$ cat src/rtl/mc_int_unit.sv
// Interrupt unit for the multi-cycle CPU: synchronises irq lines, latches rising
// edges as pending, presents the highest-priority enabled request and tracks EPC/cause.
module mc_int_unit #(
    parameter int unsigned          NUM_IRQ     = 4,
    parameter int unsigned          ADDR_W      = 32,
    parameter int unsigned          SYNC_STAGES = 2,
    parameter logic [ADDR_W-1:0]    VEC_BASE    = 32'h0000_0004,
    parameter int unsigned          VEC_STRIDE  = 8
) (
    input  logic                clk,
    input  logic                reset,
    input  logic [NUM_IRQ-1:0]  irq,
    input  logic                irq_en_wr,
    input  logic [NUM_IRQ-1:0]  irq_en_din,
    output logic [NUM_IRQ-1:0]  irq_en,
    output logic [NUM_IRQ-1:0]  pending,
    output logic                int_req,
    output logic [ADDR_W-1:0]   int_vector,
    input  logic                int_ack,
    input  logic [ADDR_W-1:0]   pc_next,
    input  logic                eret,
    output logic [ADDR_W-1:0]   epc,
    output logic [NUM_IRQ-1:0]  cause,
    output logic                in_service
);

    localparam int unsigned       IDX_W  = (NUM_IRQ > 1) ? $clog2(NUM_IRQ) : 1;
    localparam logic [ADDR_W-1:0] STRIDE = ADDR_W'(VEC_STRIDE);

    typedef enum logic {IDLE = 1'b0, SERVICE = 1'b1} state_t;

    state_t               state_reg, state_next;
    logic [NUM_IRQ-1:0]   sync_out;
    logic [NUM_IRQ-1:0]   prev_reg;
    logic [NUM_IRQ-1:0]   rise;
    logic [NUM_IRQ-1:0]   pending_reg, pending_next;
    logic [NUM_IRQ-1:0]   irq_en_reg;
    logic [NUM_IRQ-1:0]   cause_reg;
    logic [ADDR_W-1:0]    epc_reg;
    logic [NUM_IRQ-1:0]   winner_oh;
    logic [IDX_W-1:0]     winner_idx;
    logic                 any_win;
    logic                 accept;

    // Per-channel synchroniser chain; the last stage feeds the edge detector.
    generate
        for (genvar gi = 0; gi < NUM_IRQ; gi++) begin : g_sync
            logic [SYNC_STAGES-1:0] chain_reg;
            always_ff @(posedge clk) begin
                if (reset) begin
                    chain_reg <= '0;
                end else begin
                    chain_reg <= {chain_reg[SYNC_STAGES-2:0], irq[gi]};
                end
            end
            assign sync_out[gi] = chain_reg[SYNC_STAGES-1];
        end
    endgenerate

    assign rise = sync_out & ~prev_reg;

    // Scan from the top so the lowest-index request is the one left standing.
    always_comb begin
        any_win    = 1'b0;
        winner_idx = '0;
        winner_oh  = '0;
        for (int i = NUM_IRQ - 1; i >= 0; i--) begin
            if (pending_reg[i] && irq_en_reg[i]) begin
                any_win      = 1'b1;
                winner_idx   = IDX_W'(i);
                winner_oh    = '0;
                winner_oh[i] = 1'b1;
            end
        end
    end

    assign int_req    = any_win && (state_reg == IDLE);
    assign int_vector = VEC_BASE + ADDR_W'(winner_idx) * STRIDE;
    assign accept     = int_ack && int_req;

    // A new edge on the channel being acknowledged survives the clear.
    assign pending_next = (pending_reg & ~(accept ? winner_oh : '0)) | rise;

    always_comb begin
        state_next = state_reg;
        case (state_reg)
            IDLE:    if (accept) state_next = SERVICE;
            SERVICE: if (eret)   state_next = IDLE;
            default: state_next = IDLE;
        endcase
    end

    always_ff @(posedge clk) begin
        if (reset) begin
            state_reg   <= IDLE;
            prev_reg    <= '0;
            pending_reg <= '0;
            irq_en_reg  <= '0;
            epc_reg     <= '0;
            cause_reg   <= '0;
        end else begin
            state_reg   <= state_next;
            prev_reg    <= sync_out;
            pending_reg <= pending_next;
            if (irq_en_wr) begin
                irq_en_reg <= irq_en_din;
            end
            if (accept) begin
                epc_reg   <= pc_next;
                cause_reg <= winner_oh;
            end
        end
    end

    assign irq_en     = irq_en_reg;
    assign pending    = pending_reg;
    assign epc        = epc_reg;
    assign cause      = cause_reg;
    assign in_service = (state_reg == SERVICE);

endmodule

$ cat config.mk
export PLATFORM = sky130hd
export DESIGN_NAME = mc_int_unit
export DESIGN_NICKNAME = d
export VERILOG_FILES = /design/src/rtl/mc_int_unit.sv
export SDC_FILE = /design/constraint.sdc
export NUM_CORES = 1
export LEC_CHECK = 0
export ABC_AREA = 1
export BUFFER_PORTS_ARGS = -buffer_cell sky130_fd_sc_hd__clkbuf_2
export CORE_MARGIN = 2
export CORE_UTILIZATION = 49
export CTS_CLUSTER_SIZE = 10
export DETAILED_ROUTE_END_ITERATION = 6
export PLACE_DENSITY = 0.85
export SLEW_MARGIN = 20
export SYNTH_ARGS = -nofsm -noshare
export SYNTH_HDL_FRONTEND = slang
export SYNTH_SLANG_ARGS = --single-unit
$ cat constraint.sdc
create_clock -name clk -period 2.85 [get_ports clk]
set_input_delay 0 -clock clk [delete_from_list [all_inputs] [get_ports clk]]
set_output_delay 0 -clock clk [all_outputs]
set_load 0.02 [all_outputs]
* Word level (Yosys, flattened, before mapping)
Index checks and enable logic that the tools add are counted.
** Cells by class
- Add/sub/neg operators :: 1
- Muxes and demuxes :: 16
- Bitwise gates (word level) :: 6
- Reduce and logical (&&, ||, !) cells :: 6
** Operators by type and width (count)
- $mux 4 :: 5
- $and 4x4->4 :: 2
- $mux 2 :: 4
- $not 4->4 :: 2
- $add 3x5->6 const A :: 1
- $logic_and 1x1->1 :: 6
- $mux 1 :: 6
- $or 4x4->4 :: 1
- $pmux 1 s2 :: 1
- $not 1->1 :: 1
** Storage, ports and cells
- Register bits :: 57
- Input port bits :: 45
- Logic and storage cells :: 39

* Longest topological paths before layout
Gate-level depths: netlist of run 1.
- Depth in word-level cells :: 11
- Mapped depth :: 9
- Depth with buffers taken out :: 8

* Worst setup path before layout of run 1
No wires, ideal clock.
- Path kind :: flip-flop to flip-flop
- Start :: reg pending_reg[1] (netlist: pending[1])
- End :: reg epc_reg[14] (netlist: epc[14])
- Setup time :: 0.113 ns
- Arrival :: 1.259 ns
- Setup slack :: 1.478 ns
- Stages on the path, launching flop included :: 10
- Path buffers :: 2
- Cells stage by stage :: dfxtp_1 nand2_1 nand2_2 inv_2 nand2_4 nand3_4 buf_6 buf_6 nor2_1 nor2_1
** On the way
- Longest elaborated chain between the ends :: 5
** Ends and longest elaborated chain
- start: declaration :: line 36 : logic [NUM_IRQ-1:0] pending_reg, pending_next;
- start signal: assignment :: line 104 : pending_reg <= pending_next;
- $logic_and 1x1->1 :: line 68 : if (pending_reg[i] && irq_en_reg[i]) begin
- $mux 1 (2 in series) :: line 68
- $logic_and 1x1->1 :: line 77 : assign int_req = any_win && (state_reg == IDLE);
- $logic_and 1x1->1 :: line 79 : assign accept = int_ack && int_req;
- end signal: assignment :: line 109 : epc_reg <= pc_next;
- end: declaration :: line 39 : logic [ADDR_W-1:0] epc_reg;
Every way passes these cells.
A chain may end at the register's enable or synchronous reset.

* Worst setup path in the final report of run 1
- Start :: reg pending_reg[1] (netlist: pending[1])
- End :: reg epc_reg[26] (netlist: epc[26])
Same word-level chain as after synthesis.

==> results of run 1 <==
layer usage:
layer,GRT usage [%],vias to the layer above,share of wire [%]
met5,0,-,0
met3,5.827,17,6.1
met2,38.19,84,52
li1,-,1214,-
met1,20.07,996,39
met4,12.90,0,3.1
cell type report:
cell class,count,share of cell area (%)
clock inverter,3,0.4415
timing repair buffer,136,26.42
clock buffer,12,4.857
inverter,54,5.960
tap,67,2.465
sequential,57,33.55
multi-input combinational,223,26.31
layout by cell type, fill, tap and decap left out, types with 2 or more instances in the layout:
cell type       n
clkinv_2        3
nand4_1         3
inv_2           2
nor2_1         92
nand2_1        78
o21ai_0         4
conb_1         30
clkbuf_8       12
inv_1          51
clkbuf_2       92
nand3_1         3
a21oi_1         8
dfxtp_1        57
dlygate4sd3_1  43
path summary, 6_finish.rpt:
path,from,end
setup / recovery,pending[1],epc[26]
hold / removal,irq_en_wr,irq_en[1]
setup reg to reg,pending[1],epc[26]
hold reg to reg,g_sync[0].chain_reg[0],g_sync[0].chain_reg[1]
cell families (layout without fill, tap and decap cells):
| family | Yosys count | after routing | synth area share, % |
|---|---|---|---|
| flip-flops | 57 | 57 | 47.06 |
| buffers and inverters | 96 | 205 | 20.38 |
| other | 2 | 30 | 0.3097 |
| AO/OA/AOI/OAI | 13 | 13 | 2.838 |
| AND/OR/NAND/NOR | 180 | 180 | 29.41 |
power by group:
group | total (W) | switching (W) | internal, W
sequential | 0.000855 | 0.0000206 | 0.000835
clock | 0.000667 | 0.000291 | 0.000377
combinational | 0.000287 | 0.000175 | 0.000112
total | 0.00181 | 0.000486 | 0.00132
through the flow:
| step | hold slack [ps] | area, sq um | util, % | setup WS (ps) | cells |
|---|---|---|---|---|---|
| 2_1_floorplan | 107.0 | 2530 | - | 1479 | 376 |
| 3_3_place_gp | 194.2 | 2790 | 58.68 | 1190 | 494 |
| 3_5_place_dp | 198.2 | 2790 | 58.68 | 1128 | 494 |
| 4_1_cts | 14.99 | 3401 | 71.53 | 1123 | 552 |
| 5_1_grt | 50.66 | 3401 | 71.53 | 903.1 | 552 |
| 6_report | 52.47 | 3401 | 71.53 | 1113 | 552 |
worst min-delay path, cell delays in order:
cell and delay [ps]:
clkbuf_2 130, o21ai_0 100, nor2_1 100
==> impl_results.md, run 1 <==
- CTS tree: done
- R2R Setup Slk: around 1100 ps
- Count leader, synth: nor2_1
- Initial DRC count: 70
- CP Capture Type: flop
- Largest stage delay on the critical path: around 500 ps
- Skew final: approximately 7.3 ps
- RSZ-0062 raised after global routing: no
- Worst Tran Pin Value: 701.6 ps
- Sequential cell area: roughly 1100 sq um
- Die area: between 5000 and 6000 sq um
- Outcome: finished clean
- Layout Area Growth over Synthesis: 40.25%
- Avg WL per Cell: approximately 10 um
- CP dominant cell by count: nor2_1
- Final Hold Fails: 0
- Post-synth EDFFs: 0
- Global placement routability congestion: about 0.87
- TritonRoute pass-1 iters: 4
- Post-CTS Setup Inserts: 0
- Die Wd: ~74 um
- Core Footprint: between 4000 and 5000 sq um
- Worst setup SP type: flop
- CTS resizes: 0
- Worst skew pair latency: 320 ps
- Initial antenna violation count: 0
- Setup violations, final: 0
- Min Clock Period, post-route: approximately 1700 ps
- Cell depth of the worst setup path: 7
- F_max: approximately 580 MHz
- Crit path buf inv count: 1
- Post-synth top cells: 92 x nor2_1, 78 x nand2_1, 57 x dfxtp_1
- Top cell type's share of synthesized area: between 40% and 50%
- H-tree levels: 3
- Drc violations: 0
- Maximum VDD drop: 0.3195 mV
- Mapped cell area: around 2400 sq um
- Tcrit/Tclk final: between 60% and 70%
- Die height: between 70 and 80 um
- Detail Placement HPWL: around 3300 um
- Slew headroom: about 53%
- Synth area leader: dfxtp_1
- Vias in the first global route: 2041
- R2r worst-path depth: 7
- Pleak: about 1.9 nW
- Power Total: roughly 0.0018 W
- Hold path cells: 3
- Worst path required time: a little over 3000 ps
- Routed WL: ~5800 um
- Setup Crit Path Kind: flop to flop
- Pin count of the biggest net entering global routing: 70
- CP max FO: 69
- GRT Util Overall: around a fifth
- Worst min path class: input port to flop
- Clock Path Buffers: 2
- Crit-path cells: nand2_1 > nand2_2 > inv_2 > nand2_4 > nand3_4 > nor2_1 > nor2_1
- Ys Warns: 0
- Setup_tns: 0 ps
- Unique masters post-synth: 20
- I/O pin cnt: between 100 and 150
- Final antenna-violating net count: 0
- Worst-path clk slew: roughly 60 ps
- Total of max-cap violations: 0
- Max FFs per register: 32
- Fillers: between 300 and 400
- Avg Cell Area, Syn: 6.968 sq um
- Clk sinks: 57
- Slowest-stage cell, CP: nand3_4
- I/O Buffers: just over 90
- Layout cells sized above 1: 23.71%
- NumNets Final: approximately 530
- Via density per instance: between 4 and 5
- CTS Hold Bufs: 43
- Post-Syn Instances: ~350
- CTS root buffer: clkbuf_8
- Initial core utilization: between 50% and 60%
- Std cell rows: 25
- Sequential element share of the synthesized area: a little under half
- GRT overflow: 0
- Largest delay share family, worst path: simple AND/OR/NAND/NOR gates
- Multi-input logic area: 894.6 sq um
- Post-synth ARST share: 0%
- Synth Flop Type: dfxtp_1
- Fin. max-slew vios: 0
- Pwr per Cell Area: around 530 nW/um^2
- Ant. Diodes: 0
- Yosys reg bits: 57
- Vias: 2311
- Crit path DAT: 1940 ps
- First-pass GRT wire length: between 8000 and 9000 um
- Number of buffers created by CTS: 9
- Leading post-synthesis cells by cell area: dfxtp_1 47%, nor2_1 14%, nand2_1 12%, buf_4 9.3%, inv_1 7.9%
Note: power is estimated with default switching activity, not from simulation.
==> run 2: changes to the inputs <==
--- a/config.mk
+++ b/config.mk
@@ -5,13 +5,13 @@
 export SDC_FILE = /design/constraint.sdc
 export NUM_CORES = 1
 export LEC_CHECK = 0
-export ABC_AREA = 1
+export ABC_AREA = 0
 export BUFFER_PORTS_ARGS = -buffer_cell sky130_fd_sc_hd__clkbuf_2
 export CORE_MARGIN = 2
-export CORE_UTILIZATION = 49
+export CORE_UTILIZATION = 41
 export CTS_CLUSTER_SIZE = 10
 export DETAILED_ROUTE_END_ITERATION = 6
-export PLACE_DENSITY = 0.85
+export PLACE_DENSITY = 0.76
 export SLEW_MARGIN = 20
 export SYNTH_ARGS = -nofsm -noshare
 export SYNTH_HDL_FRONTEND = slang
==> constraint.sdc (replaced) <==
create_clock -name clk -period 1.5 [get_ports clk]
set_input_delay 0 -clock clk [delete_from_list [all_inputs] [get_ports clk]]
set_output_delay 0 -clock clk [all_outputs]
set_load 0.02 [all_outputs]
==> impl_results.md, run 2 <==
- Outcome: finished clean
- Final core utilization: between 50 and 60%
- Clk sinks: 57
- Initial DRC count: 35
- Flop pwr share: roughly half
- Setup WS post-layout: 167.7 ps
- Pleak: 1.560 nW
- Switching fraction of total power: roughly 28%
- Most common cell after layout, fill and taps aside: clkbuf_2
- Die Wd: roughly 82 um
- CP max FO: 29
- Tcrit/Tclk final: approximately nine tenths
- Mapped cell area: roughly 2500 sq um
- Unique masters post-synth: 33
- Largest delay share family, worst path: flip-flops
- Drc violations: 0
- CTS root buffer: clkbuf_8
- Initial core utilization: a little over two fifths
- Count leader, synth: nand2_1
- Total of max-cap violations: 0
- Avg Cell Area, Syn: 9.408 sq um
- CP Capture Type: flop
- Worst-path clk slew: roughly 70 ps
- Crit path buf inv count: 1
- Maximum VDD drop: between 0.6 and 0.7 mV
- GRT overflow: 0
- Post-synth top cells: 67 x nand2_1, 57 x dfxtp_1, 36 x mux2i_1
- Post-Syn Instances: between 200 and 300
- Skew final: around 5.5 ps
- Leading post-synthesis cells by cell area: dfxtp_1 46%, mux2i_1 15%, nand2_1 10%, buf_4 9.1%, nor2b_1 3.3%
- Global placement routability congestion: ~0.75
- Clock share of power: roughly two fifths
- I/O Buffers: 92
- Most frequent cells in the layout: 92 x clkbuf_2, 67 x nand2_1, 57 x dfxtp_1
- Crit path DAT: between 1500 and 2000 ps
- Post-synth ARST share: 0%
- Vias in the first global route: around 1900
- Power share of the combinational group: between 10% and 20%
- Sequential element share of the synthesized area: between 40% and 50%
- F_max: approximately 750 MHz
- NumNets Final: between 400 and 500
- Die height: between 80 and 90 um
- Final antenna-violating net count: 0
- Worst skew pair latency: ~330 ps
- Worst min path class: input port to flop
- Sw Pwr: 0.0009311 W
- Layout Area Growth over Synthesis: 39.24%
- Setup violations, final: 0
- Ant. Diodes: 0
- Die area: 6648 sq um
- Pwr per Cell Area: slightly below 1000 nW/um^2
- Final Hold Fails: 0
- Worst path required time: 1760 ps
- RSZ-0062 raised after global routing: no
- Area after DPL: about 2800 sq um
- Vias: 2092
- Core Footprint: 5851 sq um
- Clock Path Buffers: 2
- Worst slack, placed: between 150 and 200 ps
- CTS resizes: 0
- Avg WL per Cell: 11.54 um
- Internal Power: roughly 0.0024 W
- First-pass GRT wire length: about 8100 um
- Synth area leader: dfxtp_1
- Max FFs per register: 32
- Number of buffers created by CTS: 9
- Yosys reg bits: 57
- GRT Util Overall: between 10% and 20%
- Setup Crit Path Kind: flop to flop
- I/O pin cnt: 123
- Worst setup SP type: flop
- Worst Hold Slack: 20.89 ps
- Fin area: approximately 3400 sq um
- Fin. max-slew vios: 0
- TritonRoute pass-1 iters: 4
- Ys Warns: 0
- Fillers: roughly 520
- Synth Flop Type: dfxtp_1
- Initial antenna violation count: 0
- Routed WL: 5482 um
- Std cell rows: 28
- CTS tree: done
- Setup_tns: 0 ps
- Top cell type's share of synthesized area: around 46%
- Slowest-stage cell, CP: dfxtp_1
- Layout cells sized above 1: 30.50%
- Via density per instance: roughly 4.4
- Min Clock Period, post-route: roughly 1300 ps
- Detail Placement HPWL: approximately 3500 um
- H-tree levels: 3
- Post-synth EDFFs: 0
- Pin count of the biggest net entering global routing: 33
- Largest stage delay on the critical path: roughly 420 ps
- Crit-path cells: a22oi_2 > a21oi_4 > buf_12 > mux2i_1
==> run 2: metrics by stage <==
step           total power [W]  cells
6_report              0.003298    475
5_1_grt               0.003472    475
4_1_cts               0.003349    475
3_5_place_dp          0.001984    417
3_3_place_gp          0.001976    417
2_1_floorplan         0.001934    290
==> run 2: area by class of cell <==
type	count	area, sq um	area share [%]
Multi-Input combinational cell	185	1075	31.32
Tap cell	75	93.84	2.734
Clock buffer	9	123.9	3.609
Timing Repair Buffer	139	930.9	27.12
Clock inverter	7	56.30	1.641
Inverter	3	11.26	0.3281
Sequential cell	57	1141	33.25
==> run 2: cells by family (layout without fill, tap and decap cells) <==
| group | count (synthesis) | after routing | synth area share [%] |
|---|---|---|---|
| muxes | 36 | 36 | 14.62 |
| and+or+nand+nor | 99 | 99 | 17.92 |
| buffers and inverters | 48 | 158 | 14.37 |
| other | 2 | 30 | 0.3047 |
| AOI/OAI and AO/OA | 20 | 20 | 6.497 |
| DFF | 57 | 57 | 46.29 |
==> run 2: path summary, 6_finish.rpt <==
path | start | slack (ps) | cells past startpoint | to
worst min-delay path | irq_en_wr | 20 | 3 | irq_en[3]
worst max register to register | irq_en[2] | 170 | 4 | epc[5]
worst max-delay path | irq_en[2] | 170 | 4 | epc[5]
worst min register to register | g_sync[1].chain_reg[0] | 440 | 1 | g_sync[1].chain_reg[1]
==> run 2: timing repair <==
item | CTS | global route
endpoints found under the hold margin | 44 | 0
hold buffers | 42 | 0
setup buffers | 0 | 0
==> run 2: tightest hold or removal path: cells and delay by family <==
kind / cells / cell delay (ps)
buffers and inverters: 1 / 160
muxes: 1 / 90
and+or+nand+nor: 1 / 70
==> run 2: power by group through the flow <==
stage               clock [W]  sequential, W  combinational (W)
floorplan                   0        0.00166           0.000276
global placement            0        0.00162           0.000355
detailed placement          0        0.00162           0.000360
CTS                   0.00131        0.00159           0.000447
global route          0.00139        0.00159           0.000490
finish                0.00126        0.00159           0.000448
==> run 2: routing by layer <==
layer  part of all wire, %  track usage [%]  vias up
met2                    52            30.33       76
met1                    39            15.85      956
met5                     0                0        -
li1                      -                -     1054
met3                   7.8            6.264        6
met4                  0.82            7.627        0
